<file path="src/rtl/aq_reduce_ctrl.sv">
// Frame sequencer for the image reducer: validates START geometry, emits FSYNC then gated pixels, counts outputs.
// Registered outputs (1 cycle); S_READY is combinational and drops on the edge that accepts the last frame beat.
module aq_reduce_ctrl #(
    parameter int DRAIN_TIMEOUT = 1024
) (
    input  logic        CLK,
    input  logic        RST_N,
    input  logic        START,
    input  logic        ABORT,
    input  logic [15:0] CFG_ORG_X,
    input  logic [15:0] CFG_ORG_Y,
    input  logic [15:0] CFG_CNV_X,
    input  logic [15:0] CFG_CNV_Y,
    input  logic        S_VALID,
    output logic        S_READY,
    input  logic [31:0] S_DATA,
    output logic [15:0] ORG_X,
    output logic [15:0] ORG_Y,
    output logic [15:0] CNV_X,
    output logic [15:0] CNV_Y,
    output logic        DIN_WE,
    output logic        DIN_FSYNC,
    output logic [31:0] DIN,
    input  logic        DOUT_OE,
    input  logic        DOUT_LAST,
    output logic        BUSY,
    output logic        DONE,
    output logic        ERR,
    output logic [1:0]  ERR_CODE,
    output logic [31:0] OUT_CNT
);
    localparam int TW = $clog2(DRAIN_TIMEOUT + 1);
    localparam logic [TW-1:0] TO_LIMIT = TW'(DRAIN_TIMEOUT);

    typedef enum logic [1:0] {IDLE, SYNC, FEED, DRAIN} state_t;

    state_t        state, state_nxt;
    logic [31:0]   total_in, total_in_nxt;
    logic [31:0]   total_out, total_out_nxt;
    logic [31:0]   in_cnt, in_cnt_nxt;
    logic [TW-1:0] tcnt, tcnt_nxt;
    logic [15:0]   org_x_nxt, org_y_nxt, cnv_x_nxt, cnv_y_nxt;
    logic          din_we_nxt, din_fsync_nxt, done_nxt, err_nxt;
    logic [31:0]   din_nxt, out_cnt_nxt;
    logic [1:0]    err_code_nxt;

    logic          cfg_ok;
    logic          accept;
    logic [31:0]   out_cnt_sat;
    logic [31:0]   in_cnt_inc;
    logic [TW-1:0] tcnt_inc;

    // The reducer's last flag is advisory; frame completion is decided purely on count.
    logic unused_last;
    assign unused_last = DOUT_LAST;

    assign S_READY     = (state == FEED) && (in_cnt != total_in);
    assign accept      = S_VALID && S_READY;
    assign cfg_ok      = (CFG_ORG_X != 16'd0) && (CFG_ORG_Y != 16'd0) &&
                         (CFG_CNV_X != 16'd0) && (CFG_CNV_X <= CFG_ORG_X) &&
                         (CFG_CNV_Y != 16'd0) && (CFG_CNV_Y <= CFG_ORG_Y);
    assign out_cnt_sat = (OUT_CNT == 32'hFFFF_FFFF) ? OUT_CNT : OUT_CNT + 32'd1;
    assign in_cnt_inc  = in_cnt + 32'd1;
    assign tcnt_inc    = tcnt + TW'(1);

    always_comb begin
        state_nxt     = state;
        total_in_nxt  = total_in;
        total_out_nxt = total_out;
        in_cnt_nxt    = in_cnt;
        tcnt_nxt      = tcnt;
        org_x_nxt     = ORG_X;
        org_y_nxt     = ORG_Y;
        cnv_x_nxt     = CNV_X;
        cnv_y_nxt     = CNV_Y;
        din_we_nxt    = 1'b0;
        din_fsync_nxt = 1'b0;
        din_nxt       = DIN;
        done_nxt      = 1'b0;
        err_nxt       = 1'b0;
        err_code_nxt  = ERR_CODE;
        out_cnt_nxt   = OUT_CNT;

        // Reducer output can start while pixels are still being fed, so count in every active state.
        if (state != IDLE && DOUT_OE)
            out_cnt_nxt = out_cnt_sat;

        if (state != IDLE && ABORT) begin
            state_nxt    = IDLE;
            err_nxt      = 1'b1;
            err_code_nxt = 2'd3;
        end else begin
            case (state)
                IDLE: begin
                    if (START) begin
                        if (cfg_ok) begin
                            org_x_nxt     = CFG_ORG_X;
                            org_y_nxt     = CFG_ORG_Y;
                            cnv_x_nxt     = CFG_CNV_X;
                            cnv_y_nxt     = CFG_CNV_Y;
                            total_in_nxt  = {16'd0, CFG_ORG_X} * {16'd0, CFG_ORG_Y};
                            total_out_nxt = {16'd0, CFG_CNV_X} * {16'd0, CFG_CNV_Y};
                            in_cnt_nxt    = 32'd0;
                            out_cnt_nxt   = 32'd0;
                            err_code_nxt  = 2'd0;
                            state_nxt     = SYNC;
                        end else begin
                            err_nxt      = 1'b1;
                            err_code_nxt = 2'd1;
                        end
                    end
                end
                SYNC: begin
                    din_fsync_nxt = 1'b1;
                    state_nxt     = FEED;
                end
                FEED: begin
                    if (accept) begin
                        din_nxt    = S_DATA;
                        din_we_nxt = 1'b1;
                        in_cnt_nxt = in_cnt_inc;
                        if (in_cnt_inc == total_in) begin
                            tcnt_nxt  = '0;
                            state_nxt = DRAIN;
                        end
                    end
                end
                DRAIN: begin
                    // A count already reached during FEED completes here on the first DRAIN cycle.
                    if (out_cnt_nxt == total_out) begin
                        done_nxt  = 1'b1;
                        state_nxt = IDLE;
                    end else if (DOUT_OE) begin
                        tcnt_nxt = '0;
                    end else if (tcnt_inc == TO_LIMIT) begin
                        err_nxt      = 1'b1;
                        err_code_nxt = 2'd2;
                        state_nxt    = IDLE;
                    end else begin
                        tcnt_nxt = tcnt_inc;
                    end
                end
                default: state_nxt = IDLE;
            endcase
        end
    end

    always_ff @(posedge CLK or negedge RST_N) begin
        if (!RST_N) begin
            state     <= IDLE;
            total_in  <= 32'd0;
            total_out <= 32'd0;
            in_cnt    <= 32'd0;
            tcnt      <= '0;
            ORG_X     <= 16'd0;
            ORG_Y     <= 16'd0;
            CNV_X     <= 16'd0;
            CNV_Y     <= 16'd0;
            DIN_WE    <= 1'b0;
            DIN_FSYNC <= 1'b0;
            DIN       <= 32'd0;
            BUSY      <= 1'b0;
            DONE      <= 1'b0;
            ERR       <= 1'b0;
            ERR_CODE  <= 2'd0;
            OUT_CNT   <= 32'd0;
        end else begin
            state     <= state_nxt;
            total_in  <= total_in_nxt;
            total_out <= total_out_nxt;
            in_cnt    <= in_cnt_nxt;
            tcnt      <= tcnt_nxt;
            ORG_X     <= org_x_nxt;
            ORG_Y     <= org_y_nxt;
            CNV_X     <= cnv_x_nxt;
            CNV_Y     <= cnv_y_nxt;
            DIN_WE    <= din_we_nxt;
            DIN_FSYNC <= din_fsync_nxt;
            DIN       <= din_nxt;
            BUSY      <= (state_nxt != IDLE);
            DONE      <= done_nxt;
            ERR       <= err_nxt;
            ERR_CODE  <= err_code_nxt;
            OUT_CNT   <= out_cnt_nxt;
        end
    end
endmodule

</file>
<file path="config.mk">
export PLATFORM = sky130hd
export DESIGN_NAME = aq_reduce_ctrl
export DESIGN_NICKNAME = d
export VERILOG_FILES = /design/src/rtl/aq_reduce_ctrl.sv
export SDC_FILE = /design/constraint.sdc
export NUM_CORES = 2
export LEC_CHECK = 0
export ABC_AREA = 0
export CORE_MARGIN = 2
export CORE_UTILIZATION = 60
export CTS_CLUSTER_SIZE = 20
export DETAILED_ROUTE_END_ITERATION = 10
export GPL_TIMING_DRIVEN = 0
export PLACE_DENSITY = 0.82
export SLEW_MARGIN = 20
export SYNTH_ARGS = -nofsm -noshare
export SYNTH_HDL_FRONTEND = slang
export SYNTH_SLANG_ARGS = --single-unit
</file>
<file path="constraint.sdc">
create_clock -name CLK -period 6.37 [get_ports CLK]
set_clock_uncertainty 0.1 [all_clocks]
set_input_delay 0.9555 -clock CLK [delete_from_list [all_inputs] [get_ports CLK]]
set_output_delay 0.9555 -clock CLK [all_outputs]
set_load 0.01 [all_outputs]
</file>
==> Flow_metrics.wiki <==
{| class="wikitable"
! Metric !! Value
|-
| Master cell of the clock root buffer || sky130_fd_sc_hd__clkbuf_16
|-
| Hold Fails Final Rpt || 0
|-
| Final setup violation count || 2
|-
| # nets final || 4579
|-
| Maximum fanout count along the critical path || 8
|-
| Number of synthesized flops with an enable pin || 0
|-
| Post-synth ARST share || 100%
|-
| Min-delay worst type || in -> async
|-
| Worst slew margin relative to its limit || 31.5%
|-
| Final routed wire length divided by cell count || 21.8 um
|-
| Placed instance count || 4363
|-
| Overall overflow remaining after global route || 0
|-
| Via total after detailed routing || 27.2k
|-
| Reg clk slew, reported paths || 0.06 ns
|-
| Number of nets produced by synthesis || 4198
|-
| H-tree level count || 1
|-
| Path type of the worst setup path || in -> reg
|-
| Largest net degree at the start of global routing || 94
|-
| Max-capacitance violation count || 0
|-
| Post-synthesis cell area || 30300 um^2
|-
| Crit end category || register
|-
| Share of final-layout standard cells stronger than drive strength 1 || 14.8%
|-
| WP data required || 6.73 ns
|-
| Internal portion of total power || 0.0108 W
|-
| Data arrival time at the worst-slack endpoint || 6.77 ns
|-
| Dominant cells by area after synthesis || sky130_fd_sc_hd__fa_1 26%, sky130_fd_sc_hd__dfrtp_1 20%, sky130_fd_sc_hd__ha_1 10%
|-
| Area of the die || 52400 um^2
|-
| Setup crit start kind || input pin
|-
| Share of total power consumed by net switching || 49.1%
|-
| Cell type contributing the most total cell area after synthesis || sky130_fd_sc_hd__fa_1
|-
| Final worst setup slack || -0.0398 ns
|-
| Clock tree from TritonCTS || yes
|-
| Crit path time final || 6.41 ns
|-
| Fmax || 156 MHz
|-
| Outcome || finished, violations left
|-
| Count of standard-cell rows || 82
|-
| Average instance area after synthesis || 8.76 um^2
|-
| Failing checks || setup timing
|-
| Worst-case clock buffer depth || 3
|-
| Number of pins exceeding their max-slew limit in the final report || 0
|-
| Number of instances in the synthesized netlist || 3460
|-
| Antenna violation net count after detailed routing || 0
|-
| Yosys warning total || 0
|-
| Vias in the first global route || 27.5k
|-
| Transition at the pin with the smallest max-transition slack || 1.03 ns
|-
| Die width || 229 um
|-
| Clock latency at the later pin of the worst-skew pair || 0.59 ns
|-
| Combinational fraction of design power || 80.2%
|-
| Global-route wire length before repair || 152 mm
|-
| Worst-case vdd ir drop || 737 uV
|-
| Total Routed Length || 98.7 mm
|-
| Hold_ws || 0.199 ns
|-
| Leak pwr || 17.7 nW
|-
| CTS Buf Count || 27
|-
| 1st-pass router iterations || 6
|-
| Number of synthesized register bits || 244
|-
| Most used flip-flop cell after synthesis || sky130_fd_sc_hd__dfrtp_1
|-
| Placeable core region || 50100 um^2
|-
| Number of I/O port buffers || 229
|-
| Initial antenna violation count || 1
|-
| Pwr per Cell Area || 573 nW/um^2
|-
| Sequential share of power || 12.3%
|-
| Area of all sequential standard cells || 6110 um^2
|-
| Finished Layout Cells || 4534
|-
| Drt initial violations || 2962
|-
| Count of boundary I/O pins || 239
|-
| Total of fill cells in the finished design || 3592
|-
| Share of the synthesized area in the top cell type || 25.6%
|-
| Vias per cell || 6.01
|-
| Clock share of power || 7.5%
|-
| All-Layer GR Usage || 37.2%
|-
| Post-route clock period utilization || 101%
|-
| Total net switching power || 0.0104 W
|-
| Die span in y || 229 um
|-
| Setup repair after global routing missed its margin || yes
|-
| Initial standard-cell utilization of the core || 60.6%
|-
| Share of the yosys chip area belonging to registers || 20.1%
|-
| Remaining routing DRC violations || 0
|-
| Clk sink count || 244
|-
| Area growth from synthesis to final layout || 22.2%
|-
| Routability congestion estimate || 1.04
|-
| Cell variety after synth || 88
|-
| Area of the multi-input gates || 22400 um^2
|-
| Post-detailed-placement half-perimeter wirelength || 72.3 mm
|}
[layer usage]
| layer | up-vias | part of all wire [%] | global-route usage [%] |
|---|---|---|---|
| li1 | 11900 | - | - |
| met2 | 1759 | 43 | 56.6 |
| met4 | 0 | 5.4 | 16.2 |
| met5 | - | 0 | 0 |
| met1 | 13100 | 39 | 50.1 |
| met3 | 417 | 13 | 10.2 |
[sequential cells by signal (all words and copies together), names as in the netlist]
register	count
BUSY	1
CNV_X	16
CNV_Y	16
DIN	32
DIN_FSYNC	1
DIN_WE	1
DONE	1
ERR	1
ERR_CODE	2
ORG_X	16
ORG_Y	16
OUT_CNT	32
in_cnt	32
state	2
tcnt	11
total_in	32
total_out	32
[worst paths after layout]
kind | from | endpoint | slack, ns | depth (start not counted)
max | CFG_ORG_Y[6] | total_in[29] | -0.04 | 27
min | RST_N | DIN[8] | 0.20 | 1
max reg2reg | state[0] | BUSY | 1.47 | 15
min reg2reg | CNV_Y[4] | CNV_Y[4] | 0.38 | 2
max in group asynchronous | RST_N | total_out[13] | 4.72 | 3
min in group CLK | CNV_Y[4] | CNV_Y[4] | 0.38 | 2
[logic make-up after synthesis]
| family | after synthesis | share of synthesized area (%) |
|---|---|---|
| AND/OR/NAND/NOR | 1250 | 19.4 |
| flip-flops | 244 | 20.1 |
| adder cells (fa/ha/maj) | 635 | 35.8 |
| multiplexers | 41 | 1.49 |
| XOR/XNOR | 164 | 4.92 |
| buffers and inverters | 681 | 8.53 |
| AO/OA/AOI/OAI | 445 | 9.69 |
[worst max-delay path: stages]
cell                        delay, ns
sky130_fd_sc_hd__buf_12          0.12
sky130_fd_sc_hd__clkinv_8        0.05
sky130_fd_sc_hd__clkbuf_16       0.15
sky130_fd_sc_hd__buf_4           0.14
sky130_fd_sc_hd__nor2_4          0.08
sky130_fd_sc_hd__fa_1            0.44
sky130_fd_sc_hd__inv_2           0.08
sky130_fd_sc_hd__fa_2            0.46
sky130_fd_sc_hd__fa_2            0.37
sky130_fd_sc_hd__fa_1            0.49
sky130_fd_sc_hd__inv_1           0.06
sky130_fd_sc_hd__fa_1            0.53
sky130_fd_sc_hd__inv_1           0.05
sky130_fd_sc_hd__fa_1            0.52
sky130_fd_sc_hd__inv_2           0.06
sky130_fd_sc_hd__ha_4            0.26
sky130_fd_sc_hd__a211oi_4        0.22
sky130_fd_sc_hd__and2_1          0.16
sky130_fd_sc_hd__o31a_1          0.17
sky130_fd_sc_hd__o21bai_1        0.10
sky130_fd_sc_hd__a32o_2          0.26
sky130_fd_sc_hd__a311o_1         0.34
sky130_fd_sc_hd__buf_4           0.15
sky130_fd_sc_hd__a31o_2          0.20
sky130_fd_sc_hd__a21oi_2         0.12
sky130_fd_sc_hd__xnor2_1         0.14
sky130_fd_sc_hd__o21ai_1         0.08
[power by group through the flow]
| stage | registers, W | logic, W | clock network, W |
|---|---|---|---|
| after floorplan | 0.00258 | 0.00952 | 0 |
| after global placement | 0.00259 | 0.0132 | 0 |
| after detailed placement | 0.00260 | 0.0134 | 0 |
| after CTS | 0.00259 | 0.0147 | 0.00161 |
| after global routing | 0.00266 | 0.0185 | 0.00166 |
| final | 0.00261 | 0.0170 | 0.00159 |
[synthesized netlist by cell type, types with 12 or more instances]
| cell | number |
|---|---|
| sky130_fd_sc_hd__a211oi_1 | 12 |
| sky130_fd_sc_hd__o21ai_0 | 152 |
| sky130_fd_sc_hd__clkinv_1 | 16 |
| sky130_fd_sc_hd__ha_1 | 247 |
| sky130_fd_sc_hd__nand3_1 | 53 |
| sky130_fd_sc_hd__buf_2 | 19 |
| sky130_fd_sc_hd__a21oi_1 | 67 |
| sky130_fd_sc_hd__dfrtp_1 | 244 |
| sky130_fd_sc_hd__xnor2_1 | 93 |
| sky130_fd_sc_hd__clkbuf_1 | 146 |
| sky130_fd_sc_hd__and3_1 | 27 |
| sky130_fd_sc_hd__fa_1 | 388 |
| sky130_fd_sc_hd__nand4_1 | 48 |
| sky130_fd_sc_hd__nand2b_1 | 17 |
| sky130_fd_sc_hd__mux2_2 | 33 |
| sky130_fd_sc_hd__nor4_1 | 34 |
| sky130_fd_sc_hd__a31oi_1 | 20 |
| sky130_fd_sc_hd__or3_1 | 17 |
| sky130_fd_sc_hd__inv_1 | 494 |
| sky130_fd_sc_hd__nor3_1 | 39 |
| sky130_fd_sc_hd__nand2_1 | 575 |
| sky130_fd_sc_hd__o31ai_1 | 29 |
| sky130_fd_sc_hd__and2_1 | 156 |
| sky130_fd_sc_hd__a21o_1 | 40 |
| sky130_fd_sc_hd__xor2_1 | 67 |
| sky130_fd_sc_hd__nor2_1 | 220 |
| sky130_fd_sc_hd__o21bai_1 | 12 |
[cell usage in the layout, fill, tap and decap left out, types with 18 or more instances in the layout]
master / count
sky130_fd_sc_hd__buf_6: 26
sky130_fd_sc_hd__xor2_1: 67
sky130_fd_sc_hd__ha_1: 225
sky130_fd_sc_hd__clkdlybuf4s50_1: 174
sky130_fd_sc_hd__a21o_1: 40
sky130_fd_sc_hd__buf_2: 34
sky130_fd_sc_hd__fa_1: 358
sky130_fd_sc_hd__fa_2: 30
sky130_fd_sc_hd__a31oi_1: 18
sky130_fd_sc_hd__clkbuf_1: 70
sky130_fd_sc_hd__and3_1: 25
sky130_fd_sc_hd__nand3_1: 49
sky130_fd_sc_hd__inv_2: 29
sky130_fd_sc_hd__xnor2_1: 93
sky130_fd_sc_hd__inv_1: 459
sky130_fd_sc_hd__nand2_1: 562
sky130_fd_sc_hd__mux2_2: 33
sky130_fd_sc_hd__nor4_1: 34
sky130_fd_sc_hd__and2_1: 141
sky130_fd_sc_hd__buf_4: 131
sky130_fd_sc_hd__o21ai_0: 141
sky130_fd_sc_hd__dfrtp_1: 244
sky130_fd_sc_hd__o31ai_1: 27
sky130_fd_sc_hd__nor2_1: 208
sky130_fd_sc_hd__buf_8: 22
sky130_fd_sc_hd__nand4_1: 48
sky130_fd_sc_hd__clkbuf_8: 23
sky130_fd_sc_hd__nor3_1: 34
sky130_fd_sc_hd__clkbuf_16: 42
sky130_fd_sc_hd__a21oi_1: 53
sky130_fd_sc_hd__ha_4: 19
[final cells by class]
| type | count | area share [%] |
|---|---|---|
| Inverter | 510 | 5.47 |
| Buffer | 160 | 3.94 |
| Clock inverter | 15 | 0.422 |
| Clock buffer | 32 | 1.90 |
| Sequential cell | 244 | 16.5 |
| Timing Repair Buffer | 363 | 9.07 |
| Antenna cell | 3 | 0.0203 |
| Multi-Input combinational cell | 2535 | 60.4 |
| Tap cell | 672 | 2.27 |
[repair_timing]
| item | in CTS | in global routing |
|---|---|---|
| setup endpoints to repair | 35 | 23 |
| setup buffers | 82 | 53 |
| hold buffers | 0 | 0 |
| pin swaps | 70 | 116 |
| resized for setup | 433 | 253 |
[stage by stage]
step	TNS (ns)	total power [W]	util, %	setup WS, ns	area (um^2)
floorplan	-0.182	0.0121	-	-0.0918	30800
global placement	-1600.29	0.0157	67.7	-6.41	33900
detailed placement	-48.90	0.0160	67.8	-1.83	34000
CTS	0	0.0189	72.5	0.00203	36300
global route	-0.977	0.0229	74.0	-0.208	37000
finish	-0.0540	0.0212	74.0	-0.0398	37000
No activity file was read; power rests on OpenSTA's default activity.
